--- src/rtl/clock_div_pkg.sv ---
// Shared definitions for the multi-channel clock divider.
//   CNT_W_DEFAULT : default counter/divisor width in bits
//   DIV_HALT      : divisor value that stops a channel
//   div_t         : divisor/counter type at the default width
package clock_div_pkg;

  localparam int CNT_W_DEFAULT = 26;
  localparam int DIV_HALT      = 0;

  typedef logic [CNT_W_DEFAULT-1:0] div_t;

endpackage

--- src/rtl/clock_div_chan.sv ---
// One divider channel: period counter, shadow/pending divisor, registered
// tick / square-wave / load-acknowledge outputs.
// Ports:
//   clock         in   system clock, rising edge
//   reset         in   asynchronous active-low reset
//   enable        in   count enable
//   sync_clr      in   synchronous phase clear
//   div_value     in   candidate divisor, captured on div_load
//   div_load      in   1-cycle strobe writing div_value into the shadow
//   load_ack      out  1-cycle pulse after the shadow became active
//   tick          out  1-cycle pulse once per divided period
//   new_frequency out  square wave, high ceil(D/2) / low floor(D/2) cycles
module clock_div_chan
  import clock_div_pkg::*;
#(
  parameter int               CNT_W     = CNT_W_DEFAULT,
  parameter logic [CNT_W-1:0] RESET_DIV = '0
) (
  input  logic             clock,
  input  logic             reset,
  input  logic             enable,
  input  logic             sync_clr,
  input  logic [CNT_W-1:0] div_value,
  input  logic             div_load,
  output logic             load_ack,
  output logic             tick,
  output logic             new_frequency
);

  logic [CNT_W-1:0] cnt_q;
  logic [CNT_W-1:0] div_q;
  logic [CNT_W-1:0] shadow_q;
  logic             pending_q;

  logic             halted;
  logic             wrap;
  logic             apply;
  logic [CNT_W-1:0] cnt_next;
  logic [CNT_W-1:0] half_up;

  assign halted   = (div_q == CNT_W'(DIV_HALT));
  assign wrap     = enable && !halted && (cnt_q == div_q - CNT_W'(1));
  assign cnt_next = wrap ? '0 : cnt_q + CNT_W'(1);

  // ceil(D/2) without widening: (2**W-1)>>1 plus one still fits in W bits.
  assign half_up  = (div_q >> 1) + CNT_W'(div_q[0]);

  // Divisor swaps only where the phase is already zero: at a wrap, on a
  // phase clear, or while halted (counter is parked at 0).
  assign apply    = pending_q && (sync_clr || halted || wrap);

  always_ff @(posedge clock or negedge reset) begin
    if (!reset) begin
      cnt_q         <= '0;
      div_q         <= RESET_DIV;
      shadow_q      <= RESET_DIV;
      pending_q     <= 1'b0;
      load_ack      <= 1'b0;
      tick          <= 1'b0;
      new_frequency <= 1'b0;
    end else begin
      load_ack <= apply;

      if (apply) begin
        div_q     <= shadow_q;
        pending_q <= 1'b0;
      end

      // A load in the same cycle as an application re-arms pending, so the
      // fresh value waits for the next boundary.
      if (div_load) begin
        shadow_q  <= div_value;
        pending_q <= 1'b1;
      end

      if (sync_clr || halted) begin
        cnt_q         <= '0;
        tick          <= 1'b0;
        new_frequency <= 1'b0;
      end else if (enable) begin
        cnt_q         <= cnt_next;
        tick          <= wrap;
        new_frequency <= (cnt_next < half_up);
      end else begin
        tick <= 1'b0;
      end
    end
  end

endmodule

--- src/rtl/clock_div_multi.sv ---
// Multi-channel synchronous clock divider / tick generator. Each channel has
// its own runtime divisor with boundary-aligned updates; sync_clr re-phases
// all channels together. No derived clocks leave the block.
// Ports:
//   clock         in   system clock, rising edge
//   reset         in   asynchronous active-low reset
//   enable        in   [NUM_CH]        per-channel count enable
//   sync_clr      in                   phase clear of all channels
//   div_value     in   [NUM_CH*CNT_W]  channel i divisor at [i*CNT_W +: CNT_W]
//   div_load      in   [NUM_CH]        per-channel shadow write strobe
//   load_ack      out  [NUM_CH]        shadow-became-active pulse
//   tick          out  [NUM_CH]        once-per-period pulse
//   new_frequency out  [NUM_CH]        divided square wave
module clock_div_multi
  import clock_div_pkg::*;
#(
  parameter int          CNT_W       = CNT_W_DEFAULT,
  parameter int          NUM_CH      = 2,
  parameter int unsigned DEFAULT_DIV = 32'd67108864
) (
  input  logic                    clock,
  input  logic                    reset,
  input  logic [NUM_CH-1:0]       enable,
  input  logic                    sync_clr,
  input  logic [NUM_CH*CNT_W-1:0] div_value,
  input  logic [NUM_CH-1:0]       div_load,
  output logic [NUM_CH-1:0]       load_ack,
  output logic [NUM_CH-1:0]       tick,
  output logic [NUM_CH-1:0]       new_frequency
);

  // Out-of-range defaults are truncated to CNT_W bits (2**26 becomes 0,
  // i.e. channels come out of reset halted until a divisor is loaded).
  localparam logic [CNT_W-1:0] RESET_DIV = CNT_W'(DEFAULT_DIV);

  for (genvar i = 0; i < NUM_CH; i++) begin : g_chan
    clock_div_chan #(
      .CNT_W     (CNT_W),
      .RESET_DIV (RESET_DIV)
    ) u_chan (
      .clock         (clock),
      .reset         (reset),
      .enable        (enable[i]),
      .sync_clr      (sync_clr),
      .div_value     (div_value[i*CNT_W +: CNT_W]),
      .div_load      (div_load[i]),
      .load_ack      (load_ack[i]),
      .tick          (tick[i]),
      .new_frequency (new_frequency[i])
    );
  end

endmodule

--- config.mk ---
export PLATFORM = sky130hd
export DESIGN_NAME = clock_div_multi
export DESIGN_NICKNAME = d
export VERILOG_FILES = /design/src/rtl/clock_div_pkg.sv /design/src/rtl/clock_div_chan.sv /design/src/rtl/clock_div_multi.sv
export SDC_FILE = /design/constraint.sdc
export NUM_CORES = 1
export LEC_CHECK = 0
export ABC_AREA = 1
export BUFFER_PORTS_ARGS = -buffer_cell sky130_fd_sc_hd__buf_2
export CORE_MARGIN = 4
export CORE_UTILIZATION = 57
export CTS_CLUSTER_DIAMETER = 100
export DETAILED_ROUTE_END_ITERATION = 8
export PLACE_DENSITY = 0.75
export SLEW_MARGIN = 20
export SYNTH_ARGS = -nofsm -noshare
export SYNTH_HDL_FRONTEND = slang
export SYNTH_HIERARCHICAL = 1
export SYNTH_SLANG_ARGS = --single-unit
--- constraint.sdc ---
create_clock -name clock -period 3.4 [get_ports clock]
set_input_delay 0.34 -clock clock [delete_from_list [all_inputs] [get_ports clock]]
set_output_delay 0.34 -clock clock [all_outputs]
set_load 0.005 [all_outputs]
==> flow_metrics.tcl <==
set metrics [dict create \
    status "finished, violations left" \
    violations "setup timing" \
    grt_pass1_vias 11836 \
    cp_max_fo 3 \
    clock_path_buffers 2 \
    synth_flop_cell "dfrtp_1" \
    arrival_ns 4.01 \
    cp_common_cell "buf_4" \
    hold-worst-slack_ns 0.0877 \
    area_growth_pct 23.5 \
    drt-pass1-iter-count 6 \
    critical_path.max_stage_delay_ns 0.41 \
    dieArea_um2 24900 \
    drt_iter0_drc 1428 \
    finalWeightedCongestion 1.05 \
    coreArea_um2 22000 \
    antenna_found_initial 1 \
    fin_crit_ns 3.68 \
    hold_class "in -> reg" \
    relSlewSlack_pct 46.8 \
    dpl.hpwl_um 31400 \
    synth_area_um2 12800 \
    synth_seq_cells 164 \
    cellPowerDensity_nw_per_um2 402 \
    crit_required_ns 3.73 \
    final_nets 2173 \
    grt_setup_unrepaired "yes" \
    leakage_nw 8.26 \
    hold_viol 0 \
    synthArstFlopShare_pct 100 \
    die_y_um 158 \
    die_width_um 158 \
    cp-end-kind "flip-flop" \
    layout_setup_ws_ns -0.281 \
    cp-start-kind "flip-flop" \
    portBuffers 64 \
    dp.cells 2260 \
    worstSetupPathType "reg -> reg" \
    num_vias 12873 \
    drive_gt1_share_pct 25.4 \
    total_power_mw 6.35 \
    syn_inst 1808 \
    yosysUniqueCellTypes 42 \
    io_pins 65 \
    clk_pin_slew_ns 0.08 \
    grt_use_total_pct 33.2 \
    initial_core_util_pct 58.3 \
    rows 54 \
    overflow 0 \
    irDropWorstVdd_mv 0.325 \
    synth_warnings 6 \
    clock.fmax_ghz 0.272 \
    crit_path_top_delay_cell "dfrtp_1" \
    cts_made_buffers 17 \
    cts.sinks 164 \
    cap_violations 0 \
    period_share_pct 108 \
    tightest_slew_ns 0.797 \
    grt_pass1_wl_um 64100 \
    postRouteWirelength_um 41300 \
    avgViaCountPerCell 5.48 \
    antenna_cells 0 \
    grt_max_degree 59 \
    htreeDepth 4 \
    syn_area_per_cell_um2 7.09 \
    synth_nets 1927 \
    wl_per_cell_um 17.6 \
    ys_seq_area_share_pct 32.0 \
    synth_edf_count 0 \
    ant_nets 0 \
    root_buffer "clkbuf_16" \
    drc 0 \
    clock_skew_ns 0.0218 \
    finalSetupViolCount 2 \
    finalNonFillerCells 2347 \
    finalMaxSlewViolations 0 \
    cts_tree "yes" \
    path_cells "ha_4 > ha_4 > nand3_2 > nor3b_4 > nand3_2 > buf_4 > buf_4 > buf_4 > buf_4 > buf_4 > buf_4 > buf_4 > buf_4 > buf_4 > xor2_1 > ha_1 > nand4_1 > o221a_2 > nand2_1 > nand2_1 > nand2_1 > nand2_1" \
    insertion_delay_ns 0.44 \
]
-- worst max-delay path: cells and delay by family, from the launching register on --
kind	cells	cell delay, ns
fa+ha+maj	3	0.60
buf+inv	9	1.15
xor+xnor	1	0.15
compound gates	1	0.25
flops	1	0.41
simple gates	8	0.99
-- where the power goes --
| group | switching (mW) | internal, mW | total [mW] |
|---|---|---|---|
| sequential | 0.204 | 2.11 | 2.31 |
| combinational | 1.28 | 0.773 | 2.06 |
| clock | 0.978 | 1.01 | 1.99 |
| total | 2.47 | 3.89 | 6.35 |
-- logic make-up after synthesis --
logic type	after synthesis	synth area share, %
AND/OR/NAND/NOR	1008	37.2
buffers and inverters	312	10.5
AO/OA/AOI/OAI	174	8.20
flip-flops	164	32.0
XOR/XNOR	90	6.15
adder cells (fa/ha/maj)	60	5.86
-- layout by cell type (no fill, tap or decap), drive strengths merged --
master and n:
nand3b 12, nand4 48, clkbuf 18, nor4 8, nand3 120, a21oi 30, ha 60, and3 2
o221a 2, buf 284, o22ai 34, a22o 2, xor2 70, a2111oi 2, o21bai 4, clkinv 10
a211o 4, nor2 186, xnor2 20, inv 258, nor3 32, nand2 596, dfrtp 164, nor3b 4
dlygate4sd3 1, o21ai 92, a211oi 4
-- per-layer routing --
layer	share of wire, %	vias to the layer above	global-route usage (%)	wire (um)
li1	-	6251	-	-
met1	47	5979	53.5	19300
met2	41	602	46.3	16800
met3	12	39	6.72	4820
met4	0.99	2	5.90	410
met5	0.017	-	0	7
-- area by class of cell --
class,instances,area [um2]
flip-flops and latches,164,4110
multi-input cells,1332,7780
well taps,280,350
clock inverters,14,150
repair buffers,285,2010
clock buffers,18,439
inverters,254,983
fillers,1775,6140
-- cells in the mapped netlist (4+ instances only) --
master / number / share of area, %
nor2_4: 18 / 1.6
nor3_2: 8 / 0.63
nand3_2: 10 / 0.78
inv_2: 14 / 0.41
nand4_1: 48 / 2.3
o22ai_1: 34 / 1.7
a21oi_1: 30 / 1.2
nand3_1: 110 / 4.3
nand3b_1: 12 / 0.70
dfrtp_1: 164 / 32
buf_6: 8 / 0.70
o21bai_1: 4 / 0.23
nand2_4: 6 / 0.53
o21ai_2: 20 / 1.4
a211o_1: 4 / 0.27
o21ai_1: 24 / 0.94
a211oi_1: 4 / 0.23
nor2_1: 148 / 4.3
ha_1: 60 / 5.9
nor2_8: 6 / 0.94
clkbuf_1: 26 / 0.76
nor3_1: 22 / 0.86
o21ai_0: 48 / 1.9
nor4_1: 8 / 0.39
buf_12: 4 / 0.63
nand2_2: 36 / 1.8
xor2_1: 70 / 4.8
nand2_1: 550 / 16
xnor2_1: 20 / 1.4
buf_2: 20 / 0.78
clkinv_1: 4 / 0.12
nor2_2: 14 / 0.68
nand2_8: 4 / 0.63
inv_1: 234 / 6.9
-- through the flow --
stage	instance area [um2]	setup TNS (ns)	utilization [%]	setup slack, ns
final	15800	-0.452	72.0	-0.281
after global routing	15800	-0.940	72.0	-0.510
after CTS	15400	-0.291	70.3	-0.189
after detailed placement	14400	-0.425	65.5	-0.225
after global placement	14400	-0.241	65.5	-0.125
after floorplan	12800	0	-	0.0971
-- final timing paths --
path                       slack [ns]  depth (start not counted)                          start                             end
max reg2reg                     -0.28                         22      g_chan[1].u_chan/div_q[1]  g_chan[1].u_chan/new_frequency
min reg2reg                      0.47                          2  g_chan[1].u_chan/shadow_q[15]      g_chan[1].u_chan/div_q[15]
min in group asynchronous        0.42                          2                          reset       g_chan[0].u_chan/cnt_q[4]
max in group asynchronous        2.13                          3                          reset      g_chan[1].u_chan/cnt_q[10]
max                             -0.28                         22      g_chan[1].u_chan/div_q[1]  g_chan[1].u_chan/new_frequency
min                              0.09                          3                  div_value[47]   g_chan[1].u_chan/shadow_q[21]
-- sequential cells by signal, indices dropped and copies added, names as in the netlist --
name	count
g_chan.u_chan/tick	2
g_chan.u_chan/div_q	52
g_chan.u_chan/new_frequency	2
g_chan.u_chan/load_ack	2
g_chan.u_chan/pending_q	2
g_chan.u_chan/shadow_q	52
g_chan.u_chan/cnt_q	52
-- what timing repair did --
item                       in CTS  in global routing
setup buffers                  41                 13
setup endpoints to repair       2                  2
hold endpoints to repair       55                  0
cloned                          0                  1
pin swaps                      33                 27
hold buffers                    1                  0
resized for setup              37                 61
Power figures use the tool's default switching activity.
